**src/rtl/and_ctrl_pkg.sv**
```systemverilog
// Shared types and constants for the 8-way, 16-bit AND sequencing controller.
package and_ctrl_pkg;

  localparam int unsigned AND_WAYS  = 8;
  localparam int unsigned AND_WIDTH = 16;
  localparam int unsigned CNT_W     = 4;

  localparam logic [AND_WIDTH-1:0] AND_PAD = 16'hFFFF;

  typedef enum logic [1:0] {
    COLLECT,
    EVAL,
    HOLD
  } state_e;

  typedef logic [AND_WAYS-1:0][AND_WIDTH-1:0] slots_t;

  // A group closes on an explicit last word or when the final slot is being written.
  function automatic logic closes_group(input logic [CNT_W-1:0] cnt, input logic last);
    return last || (cnt == CNT_W'(AND_WAYS - 1));
  endfunction

endpackage

```
**src/rtl/and8way16.sv**
```systemverilog
// Combinational 8-way, 16-bit bitwise AND reducer built as a balanced three-level tree.
module and8way16
  import and_ctrl_pkg::*;
(
  input  slots_t                words,
  output logic [AND_WIDTH-1:0]  result
);

  logic [3:0][AND_WIDTH-1:0] lvl1;
  logic [1:0][AND_WIDTH-1:0] lvl2;

  always_comb begin
    lvl1 = '0;
    lvl2 = '0;
    for (int i = 0; i < 4; i++) begin
      lvl1[i] = words[2*i] & words[2*i+1];
    end
    for (int i = 0; i < 2; i++) begin
      lvl2[i] = lvl1[2*i] & lvl1[2*i+1];
    end
    result = lvl2[0] & lvl2[1];
  end

endmodule

```
**src/rtl/and8way16_seq.sv**
```systemverilog
// Gathers 1..8 words into a group, reduces them through and8way16 and returns the
// registered AND and word count over a valid/ready handshake.
module and8way16_seq
  import and_ctrl_pkg::*;
(
  input  logic                 clk,
  input  logic                 reset,
  input  logic                 in_valid,
  output logic                 in_ready,
  input  logic [AND_WIDTH-1:0] in_data,
  input  logic                 in_last,
  output logic                 out_valid,
  input  logic                 out_ready,
  output logic [AND_WIDTH-1:0] out_data,
  output logic [CNT_W-1:0]     out_count
);

  state_e               state_q, state_d;
  logic [CNT_W-1:0]     cnt_q, cnt_d;
  slots_t               slot_q, slot_d;
  logic [AND_WIDTH-1:0] out_data_q, out_data_d;
  logic [CNT_W-1:0]     out_count_q, out_count_d;
  logic [AND_WIDTH-1:0] and_result;

  and8way16 u_and8way16 (
    .words  (slot_q),
    .result (and_result)
  );

  always_comb begin
    state_d     = state_q;
    cnt_d       = cnt_q;
    slot_d      = slot_q;
    out_data_d  = out_data_q;
    out_count_d = out_count_q;
    in_ready    = 1'b0;
    out_valid   = 1'b0;

    unique case (state_q)
      COLLECT: begin
        in_ready = 1'b1;
        if (in_valid) begin
          slot_d[cnt_q[2:0]] = in_data;
          cnt_d              = cnt_q + 1'b1;
          if (closes_group(cnt_q, in_last)) begin
            state_d = EVAL;
          end
        end
      end
      EVAL: begin
        // Registering here keeps the reduction tree off the output path.
        out_data_d  = and_result;
        out_count_d = cnt_q;
        state_d     = HOLD;
      end
      HOLD: begin
        out_valid = 1'b1;
        if (out_ready) begin
          slot_d  = {AND_WAYS{AND_PAD}};
          cnt_d   = '0;
          state_d = COLLECT;
        end
      end
      default: begin
        state_d = COLLECT;
      end
    endcase
  end

  always_ff @(posedge clk) begin
    if (reset) begin
      state_q     <= COLLECT;
      cnt_q       <= '0;
      slot_q      <= {AND_WAYS{AND_PAD}};
      out_data_q  <= '0;
      out_count_q <= '0;
    end else begin
      state_q     <= state_d;
      cnt_q       <= cnt_d;
      slot_q      <= slot_d;
      out_data_q  <= out_data_d;
      out_count_q <= out_count_d;
    end
  end

  assign out_data  = out_data_q;
  assign out_count = out_count_q;

endmodule

```
**config.mk**
```make
export PLATFORM = sky130hd
export DESIGN_NAME = and8way16_seq
export DESIGN_NICKNAME = d
export VERILOG_FILES = /design/src/rtl/and_ctrl_pkg.sv /design/src/rtl/and8way16.sv /design/src/rtl/and8way16_seq.sv
export SDC_FILE = /design/constraint.sdc
export NUM_CORES = 1
export LEC_CHECK = 0
export ABC_CLOCK_PERIOD_IN_PS = 2500
export CAP_MARGIN = 20
export CORE_MARGIN = 8
export CORE_UTILIZATION = 30
export CTS_CLUSTER_SIZE = 25
export DETAILED_ROUTE_END_ITERATION = 8
export PLACE_DENSITY = 0.43
export SYNTH_ARGS = -nofsm -noshare
export SYNTH_HDL_FRONTEND = slang
export SYNTH_SLANG_ARGS = --single-unit
```
**constraint.sdc**
```tcl
create_clock -name clk -period 2.5 [get_ports clk]
set_clock_uncertainty 0.2 [all_clocks]
set_input_delay 0.25 -clock clk [delete_from_list [all_inputs] [get_ports clk]]
set_output_delay 0.25 -clock clk [all_outputs]
set_load 0.01 [all_outputs]
```
==> flow_summary_export.csv <==
group,metric,value,unit
setup_path,worst-r2r-cell-count,4,
logic_synthesis,postSynthCellCount,599,
power_and_ir_drop,finalPower,5.80,mW
sta,finalMaxSlewViolations,0,
cts,cts_root_buf,"clkbuf_16",
route,routed_wirelength,14.3,mm
cts,cts.sinks,154,
setup_path,timing.rr.start,"state_q[1]$_SDFFE_PP0P_",
logic_synthesis,netlist.area_leader.share,50.7,%
logic_synthesis,ys_warn_count,0,
logic_synthesis,synth_area_leaders,"dfxtp_1 (51%), mux2i_1 (22%), nor2_1 (8.3%)",
floorplan,core,20000,sq um
global_route,globalRoute.totalOverflow,0,
setup_path,crit_type,"register to output port",
logic_synthesis,yosysTopAreaCell,"dfxtp_1",
final_layout,fin_nets,660,
cts,cts-hold-fix-buffers,0,
setup_path,required,2.05,ns
logic_synthesis,synth_area,6080,sq um
cts,clkTransAtPathRegs,0.06,ns
setup_path,crit_path_start_kind,"register",
hold_path,hold_path_end,"out_count[2]$_SDFFE_PP0N_",
logic_synthesis,yosysUniqueCellTypes,31,
setup_path,critPathTopFamily,"buffers and inverters",
setup_path,critPathArrivalTime,1.87,ns
route,wl_met1,6.71,mm
logic_synthesis,syn_nets,621,
route,drc,0,
cts,clock_latency,0.42,ns
route,wl_met3,449,um
flow_run,cap_violations,0,
power_and_ir_drop,power_density,786,nW/um^2
setup_path,reg2reg_setup_slack,0.43,ns
placed_design,place_hpwl,9.10,mm
floorplan,start_util,30.4,%
setup_path,cp_cell_sequence,"nand2b_1 -> inv_2 -> clkdlybuf4s50_1",
hold_path,hold_depth,2,
floorplan,fp-row-count,52,
placed_design,place.gp.congestion,0.674,
cts,htree_num_levels,4,
sta,fmax,0.432,GHz
route,routedWlPerCell,15.6,um
sta,rsz0062_at_grt,"no",
global_route,grt_util_all_layers,12.2,%
route,top_layer,"met4",
global_route,grt_pass1_wl,23.4,mm
route,wl_met2,6.98,mm
logic_synthesis,avgSynthCellArea,10.2,sq um
sta,finalSetupViolCount,0,
final_layout,drive_above_1_share,10.3,%
final_layout,final.fill_count,2086,
cts,cts_setup_buffers,0,
cts,tritoncts,"done",
floorplan,dieArea,25100,sq um
setup_path,r2r_end,"slot_q[90]$_SDFFE_PP1P_",
global_route,antenna_found_initial,0,
placed_design,place_area,6740,sq um
final_layout,area_delta_synth_final,21.3,%
route,vias_per_cell,4.63,
final_layout,final_common_cell,"dfxtp_1",
sta,maxSlewHeadroom,27.1,%
sta,hold_viol,0,
setup_path,crit_slowest_cell,"clkdlybuf4s50_1",
hold_path,worst_hold_startpoint,"reset",
floorplan,die_x,158,um
setup_path,cp_num_buf_inv,2,
final_layout,multiInputGateArea,2700,sq um
cts,cts.path.max_buffers,2,
final_layout,seqCellArea,3080,sq um
cts,numCtsBuffers,17,
final_layout,post-route-cell-area,7380,sq um
final_layout,layout_common_cells,"dfxtp_1 (154), nor2_1 (134), mux2i_1 (133)",
global_route,grt_max_degree,69,
route,first_pass_iters,4,
sta,setup_tns,0,ns
sta,finalCritPeriodShare,92.7,%
hold_path,hold_path_class,"input port to register",
cts,ctsResizeCount,0,
sta,fin_crit,2.32,ns
route,dr_total_vias,4266,
final_layout,n_antenna_cell,0,
status,status,"finished, final reports clean",
setup_path,endpoint_kind,"output port",
route,final_antenna_net_count,0,
sta,worstMarginPinSlew,1.09,ns
power_and_ir_drop,p_leak,3.14,nW
floorplan,pin_count,43,
power_and_ir_drop,irDropWorstVdd,0.436,mV
placed_design,portBuffers,42,
route,first_iter_violations,201,
logic_synthesis,ys_ff_latch,154,
setup_path,max_stage_delay,0.62,ns
setup_path,crit_path_max_fanout,12,
floorplan,die_h,158,um
logic_synthesis,synth_sequential_area_ratio,50.7,%
global_route,grt_pass1_vias,4320,
per-stage QoR:
stage | util, % | worst slack (ns) | instances | hold slack [ns]
2_1_floorplan | - | 0.665 | 599 | 0.227
3_3_place_gp | 33.7 | 0.446 | 889 | 0.242
3_5_place_dp | 33.7 | 0.402 | 889 | 0.246
4_1_cts | 36.8 | 0.140 | 921 | 0.0637
5_1_grt | 36.8 | 0.0752 | 921 | 0.0928
6_report | 36.8 | 0.184 | 921 | 0.0818
state kept, by name (all words and copies together), names as in the netlist:
name,flops
slot_q,128
cnt_q,4
out_data,16
out_count,4
state_q,2
area by class of cell:
type                       instances  share of cell area [%]
multi-input combinational        399                    36.6
inverter                           3                   0.153
clock buffer                      21                    6.37
timing repair buffer              63                    8.31
sequential                       154                    41.8
clock inverter                    11                    2.25
tap                              270                    4.58
Yosys cell counts (all sizes together):
master  count
nor3b       2
nand4      32
a21oi      20
or3b        3
and4b       1
buf        23
nand3       1
a32oi       1
nand3b      3
mux2i     133
or3        17
inv         3
nand2      17
nand2b      3
clkbuf     20
nor2      134
a211o       5
ha          1
o21a        1
a211oi      5
dfxtp     154
nor3       16
o21ai       3
a31oi       1
routing by layer:
metal  track usage, %  vias up
met2             20.3       39
met4             4.00        0
met1             14.9     2066
met5                0        -
li1                 -     2145
met3             3.47       16
kinds of logic (layout without fill, tap and decap cells):
kind of cell	Yosys count	after routing	synth area share [%]
multiplexers	133	133	21.9
flip-flops	154	154	50.7
AO/OA/AOI/OAI	36	36	4.22
AND/OR/NAND/NOR	229	229	18.0
buffers and inverters	46	98	5.00
adder cells (fa/ha/maj)	1	1	0.206
report_power, final:
part,internal (mW),switching [mW]
sequential,2.54,0.0484
clock,1.75,1.02
combinational,0.202,0.246
total,4.49,1.31
how the worst max path moves through the flow:
stage                            startpoint                       end  depth (start not counted)
global route        state_q[1]$_SDFFE_PP0P_                 out_valid                          3
CTS                 state_q[1]$_SDFFE_PP0P_                 out_valid                          3
global placement                  out_ready  slot_q[122]$_SDFFE_PP1P_                          6
finish              state_q[1]$_SDFFE_PP0P_                 out_valid                          3
floorplan             cnt_q[1]$_SDFFE_PP0P_   slot_q[26]$_SDFFE_PP1P_                          6
detailed placement              in_data[10]   slot_q[26]$_SDFFE_PP1P_                          3
Note: power is estimated with default switching activity, not from simulation.
